**config.mk**
```make
export PLATFORM = sky130hd
export DESIGN_NAME = pp_seq_accum
export DESIGN_NICKNAME = d
export VERILOG_FILES = /design/src/rtl/approx_mult_pkg.sv /design/src/rtl/pp_pair_decode.sv /design/src/rtl/pp_seq_accum.sv
export SDC_FILE = /design/constraint.sdc
export NUM_CORES = 1
export LEC_CHECK = 0
export BUFFER_PORTS_ARGS = -buffer_cell sky130_fd_sc_hd__buf_2
export CORE_ASPECT_RATIO = 1.4
export CORE_MARGIN = 2
export CORE_UTILIZATION = 30
export CTS_BUF_LIST = sky130_fd_sc_hd__clkbuf_8
export DETAILED_ROUTE_END_ITERATION = 8
export PLACE_DENSITY = 0.52
export SLEW_MARGIN = 20
export SYNTH_ARGS = -nofsm -noshare
export SYNTH_HDL_FRONTEND = slang
export SYNTH_SLANG_ARGS = --single-unit
export TNS_END_PERCENT = 5
```
**constraint.sdc**
```tcl
create_clock -name clk -period 7.2 [get_ports clk]
set_input_delay 0.36 -clock clk [delete_from_list [all_inputs] [get_ports clk]]
set_output_delay 0.36 -clock clk [all_outputs]
set_load 0.01 [all_outputs]
```
**src/rtl/approx_mult_pkg.sv**
```systemverilog
// approx_mult_pkg
// Shared definitions for the approximate multiplier datapath:
//   - FSM state encoding of the partial-product sequencer
//   - select codes driven to the bit_mask_sel stage
//   - width of the multiplier bit-pair index
package approx_mult_pkg;

    typedef enum logic [1:0] {
        IDLE = 2'b00,
        RUN  = 2'b01,
        DONE = 2'b10
    } state_t;

    localparam logic [1:0] SEL_ZERO = 2'b00;
    localparam logic [1:0] SEL_X    = 2'b01;
    localparam logic [1:0] SEL_XY   = 2'b11;

    // Pair index width; covers operands up to 512 bits (256 pairs).
    localparam int PAIR_IDX_W = 8;

endpackage

```
**src/rtl/pp_pair_decode.sv**
```systemverilog
// pp_pair_decode
// Combinational decode of one multiplier bit-pair into the select code and
// shifted multiplicand operands for bit_mask_sel.
// Ports:
//   pair  in  2           multiplier bits {b[2i+1], b[2i]}
//   idx   in  PAIR_IDX_W  pair index i
//   a_ext in  WIDTH       multiplicand, zero-extended
//   sel   out 2           select code
//   x     out WIDTH       first operand
//   y     out WIDTH       second operand (only used for pair 11)
module pp_pair_decode
    import approx_mult_pkg::*;
#(
    parameter int WIDTH = 16
) (
    input  logic [1:0]            pair,
    input  logic [PAIR_IDX_W-1:0] idx,
    input  logic [WIDTH-1:0]      a_ext,
    output logic [1:0]            sel,
    output logic [WIDTH-1:0]      x,
    output logic [WIDTH-1:0]      y
);

    always_comb begin
        sel = SEL_ZERO;
        x   = '0;
        y   = '0;
        case (pair)
            2'b01: begin
                sel = SEL_X;
                x   = a_ext << {idx, 1'b0};
            end
            2'b10: begin
                sel = SEL_X;
                x   = a_ext << {idx, 1'b1};
            end
            2'b11: begin
                // 3*A*4^i is delivered as A<<2i plus A<<(2i+1)
                sel = SEL_XY;
                x   = a_ext << {idx, 1'b0};
                y   = a_ext << {idx, 1'b1};
            end
            default: ;
        endcase
    end

endmodule

```
**src/rtl/pp_seq_accum.sv**
```systemverilog
// pp_seq_accum
// Sequential partial-product sequencer and accumulator. Scans the multiplier
// two bits per cycle, drives sel/x/y to bit_mask_sel, and accumulates its
// combinational result r into the product.
// Optional feature: define APPROX_TRUNC_EN to skip the low TRUNC_PAIRS
// multiplier bit-pairs (fewer RUN cycles, truncated product).
// Ports:
//   clk, rst_n             clock, async active-low reset
//   in_valid/in_ready, a, b  operand handshake (unsigned N-bit operands)
//   sel, x, y              registered operands to bit_mask_sel
//   r                      combinational result from bit_mask_sel
//   out_valid/out_ready, product  product handshake (WIDTH bits)
//
// state | meaning
// IDLE  | waiting for operands, in_ready high
// RUN   | one multiplier pair per cycle, acc += r
// DONE  | product presented, held until out_ready
module pp_seq_accum
    import approx_mult_pkg::*;
#(
    parameter int N           = 8,
    parameter int WIDTH       = 2 * N,
    parameter int TRUNC_PAIRS = 1
) (
    input  logic             clk,
    input  logic             rst_n,
    input  logic             in_valid,
    output logic             in_ready,
    input  logic [N-1:0]     a,
    input  logic [N-1:0]     b,
    output logic [1:0]       sel,
    output logic [WIDTH-1:0] x,
    output logic [WIDTH-1:0] y,
    input  logic [WIDTH-1:0] r,
    output logic             out_valid,
    input  logic             out_ready,
    output logic [WIDTH-1:0] product
);

    localparam int NPAIRS = N / 2;
`ifdef APPROX_TRUNC_EN
    localparam int START = TRUNC_PAIRS;
`else
    // Truncation depth has no effect in the exact build.
    localparam int START = 0 * TRUNC_PAIRS;
`endif
    localparam int P = NPAIRS - START;
    localparam logic [PAIR_IDX_W-1:0] START_IDX = PAIR_IDX_W'(START);
    localparam logic [PAIR_IDX_W-1:0] LAST_IDX  = PAIR_IDX_W'(NPAIRS - 1);

    state_t                state, state_nxt;
    logic [WIDTH-1:0]      a_reg, a_nxt, acc, acc_nxt;
    logic [N-1:0]          b_reg, b_nxt;
    logic [PAIR_IDX_W-1:0] idx, idx_nxt;
    logic [1:0]            sel_nxt;
    logic [WIDTH-1:0]      x_nxt, y_nxt;

    logic                  load_dec;
    logic [N-1:0]          dec_b;
    logic [WIDTH-1:0]      dec_a;
    logic [PAIR_IDX_W-1:0] dec_idx;
    logic [1:0]            dec_pair, dec_sel;
    logic [WIDTH-1:0]      dec_x, dec_y;

    assign dec_pair = 2'(dec_b >> {dec_idx, 1'b0});

    pp_pair_decode #(.WIDTH(WIDTH)) u_decode (
        .pair  (dec_pair),
        .idx   (dec_idx),
        .a_ext (dec_a),
        .sel   (dec_sel),
        .x     (dec_x),
        .y     (dec_y)
    );

    assign in_ready  = rst_n && (state == IDLE);
    assign out_valid = (state == DONE);
    // acc only moves during RUN or on accept, so it holds through DONE.
    assign product   = acc;

    always_ff @(posedge clk or negedge rst_n) begin
        if (!rst_n) state <= IDLE;
        else        state <= state_nxt;
    end

    // The decoder looks one pair ahead so sel/x/y are registered and line up
    // with the RUN cycle that accumulates their result.
    always_comb begin
        state_nxt = state;
        a_nxt     = a_reg;
        b_nxt     = b_reg;
        acc_nxt   = acc;
        idx_nxt   = idx;
        load_dec  = 1'b0;
        dec_a     = a_reg;
        dec_b     = b_reg;
        dec_idx   = idx + PAIR_IDX_W'(1);
        case (state)
            IDLE: begin
                if (in_valid) begin
                    a_nxt   = WIDTH'(a);
                    b_nxt   = b;
                    acc_nxt = '0;
                    idx_nxt = START_IDX;
                    dec_a   = WIDTH'(a);
                    dec_b   = b;
                    dec_idx = START_IDX;
                    if (P == 0) begin
                        state_nxt = DONE;
                    end else begin
                        state_nxt = RUN;
                        load_dec  = 1'b1;
                    end
                end
            end
            RUN: begin
                acc_nxt = acc + r;
                if (idx == LAST_IDX) begin
                    state_nxt = DONE;
                end else begin
                    idx_nxt  = idx + PAIR_IDX_W'(1);
                    load_dec = 1'b1;
                end
            end
            DONE: begin
                if (out_ready) state_nxt = IDLE;
            end
            default: state_nxt = IDLE;
        endcase
        sel_nxt = load_dec ? dec_sel : SEL_ZERO;
        x_nxt   = load_dec ? dec_x : '0;
        y_nxt   = load_dec ? dec_y : '0;
    end

    always_ff @(posedge clk or negedge rst_n) begin
        if (!rst_n) begin
            a_reg <= '0;
            b_reg <= '0;
            acc   <= '0;
            idx   <= '0;
            sel   <= SEL_ZERO;
            x     <= '0;
            y     <= '0;
        end else begin
            a_reg <= a_nxt;
            b_reg <= b_nxt;
            acc   <= acc_nxt;
            idx   <= idx_nxt;
            sel   <= sel_nxt;
            x     <= x_nxt;
            y     <= y_nxt;
        end
    end

endmodule

```
==> results.tsv <==
metric	value	unit
CTS max path bufs	2	
Area contributors post-synth	dfrtp_1 (44%), nand2_1 (5.9%), ha_1 (4.3%)	
Slew @ Worst Pin	1.050	ns
total global routing overflow	0	
CP Capture Type	register	
placer congestion estimate	0.9058	
HPWL Detailed	9416	um
drt pass-1 iters	5	
syn nets	551	
vias per inst	5.203	
hold slack	0.1886	ns
Avg Cell Area, Syn	9.424	um^2
met2 wire length	6308	um
vias in the first global route	4003	
number of flops mapped to enable cells by yosys	0	
routed len/inst	16.75	um
Max H-tree Level	3	
Seq cells post-synth	83	
Die W	109.7	um
Chip Height	152.0	um
share of flip-flops with an asynchronous set or reset	1.000	
area leader, netlist	dfrtp_1	
Worst EP arrival	3.41	ns
Peak VDD IR	0.1757	mV
non-filler cells, final	772	
final wirelength	12930	um
input/output buffers	86	
clk root buf	clkbuf_8	
Nets	624	
Leak	2.612	nW
share of post-route cells with drive strength above 1	0.2292	
yosys warns	0	
worst-path maximum fanout	28	
area grow syn2layout	17.73	%
unrepaired setup endpoints after global routing	false	
top sig layer	met4	
post-route setup TNS	0	ns
routed metal-1 wirelength	5662	um
drt initial violations	231	
Setup crit start kind	register	
CTS resizes	0	
CTS tree	yes	
starting density of the core	0.3033	
fmax	319.0	MHz
Place WS	4.147	ns
Mapped Cells	498	
io pins	88	
Slew Limit Fails	0	
Max Cap Viol	0	
Period minus WS final	3.134	ns
Post-CTS Repair Setup Buffers	0	
top cell type's share of synthesized area	0.4425	
# rows	54	
Finished Core Util	0.3571	
top_reg_cell synth	dfrtp_1	
status	complete, no violations	
Hold/Removal Path Class	in2reg	
CTS clk-pin slew, worst paths	0.09	ns
routed via count	4017	
final hold viol count	0	
DRC errors left	0	
Num CTS Buffers	9	
mapped cell area	0.004693	mm^2
Sink Count	83	
hold_buf cts	1	
power density over the cells	499.4	mW/mm^2
CP Data Required Time	7.48	ns
initial antenna violation count	0	
Routed Antenna Nets	0	
total inserted antenna cells	0	
first-pass GRT wire length	21210	um
relative slew slack	0.3002	
final worst-path cycle share	0.4353	
Worst Path Class, Setup	reg2reg	
Cell Count Post-Placement	755	
# setup viols final	0	
sequential-to-total area share from yosys stat	0.4425	
post-route setup slack	4.066	ns
Worst Skew	0.01271	ns
metal3 WL	618	um
Die Area	0.01668	mm^2
clk_lat worst skew	0.37	ns
largest net degree at the start of global routing	71	
total track usage	0.1605	
core area	0.01547	mm^2
Netlist cell types	70	
[kinds of logic (layout without fill, tap and decap cells)]
kind of cell	after synthesis	after routing	share of synthesized area
other	1	1	0.0007990
adders and majority gates	17	17	0.04692
xor gates and xnor gates	14	14	0.02613
buffers and inverters	37	115	0.03599
muxes	18	18	0.04505
DFF	83	83	0.4425
and+or+nand+nor	196	196	0.2074
AOI/OAI and AO/OA	132	132	0.1952
[cell type report]
class | instances | area, um^2
fill | 1603 | 9947
multi-input combinational | 378 | 2454
sequential | 83 | 2077
timing repair buffer | 91 | 473.0
tap | 196 | 245.2
clock buffer | 13 | 178.9
clock inverter | 3 | 67.56
inverter | 8 | 30.03
[Yosys cell counts, types with 3 or more instances]
master	instances
a211oi_1	5
clkbuf_1	14
nand3_1	25
nor2b_1	9
a21oi_1	25
o21bai_1	3
ha_1	16
and3_1	4
o21ai_0	33
xnor2_1	8
a31o_2	3
and2_1	10
inv_1	6
xor2_1	6
o211ai_1	4
nor2_1	31
nand2_1	74
nand2b_1	6
buf_2	9
a21o_1	4
o2111ai_1	3
a22oi_1	4
a211o_1	3
mux2i_1	11
a31oi_1	4
nor3_1	8
o31ai_1	8
mux2_2	5
buf_4	3
nand3b_1	3
nand4_1	9
a32oi_1	3
o21a_1	3
dfrtp_1	83
o32ai_1	7
[per-stage QoR]
step	total power, mW	cell area [um^2]
CTS	2.765	5525
finish	2.760	5525
global route	2.987	5525
detailed placement	2.339	5269
global placement	2.322	5269
floorplan	1.910	4693
[layout by cell type (no fill, tap or decap), types with 5 or more instances in the layout]
cell,synthesis,final
o21ai_0,33,33
nor2b_1,9,9
xor2_1,6,6
inv_1,6,6
nand2b_1,6,6
dfrtp_1,83,83
buf_2,9,85
o32ai_1,7,7
nor3_1,8,8
ha_1,16,16
nand3_1,25,25
xnor2_1,8,8
nand4_1,9,9
a211oi_1,5,5
nand2_1,74,74
buf_4,3,5
mux2i_1,11,11
clkbuf_8,0,13
o31ai_1,8,8
a21oi_1,25,25
mux2_2,5,5
nor2_1,31,31
and2_1,10,10
[metal layers]
layer,vias up,global-route usage
met3,21,0.02402
li1,1958,-
met1,1898,0.2033
met4,0,0.05967
met5,-,0
met2,140,0.2719
[critical path: stages (launching register included)]
cell	delay, ns
dfrtp_1	0.49
ha_1	0.88
mux4_2	0.39
nor2_1	0.06
o31ai_1	0.38
nand2_4	0.20
inv_2	0.19
nand3_4	0.20
nor3_1	0.27
[path summary, 6_finish.rpt]
check / cells past startpoint / startpoint / end / slack (ns)
min in group asynchronous: 2 / rst_n / product[5] / 0.40
hold / removal: 3 / b[2] / b_reg[2] / 0.19
max in group asynchronous: 3 / rst_n / a_reg[2] / 5.66
hold reg to reg: 2 / b_reg[7] / b_reg[7] / 0.48
setup / recovery: 8 / idx[1] / y[12] / 4.07
setup reg to reg: 8 / idx[1] / y[12] / 4.07
[where the power goes]
part / internal, mW / switching, mW
Clock: 0.233 / 0.175
Combinational: 0.586 / 1.03
Sequential: 0.617 / 0.118
(Power assumes the default switching activity.)
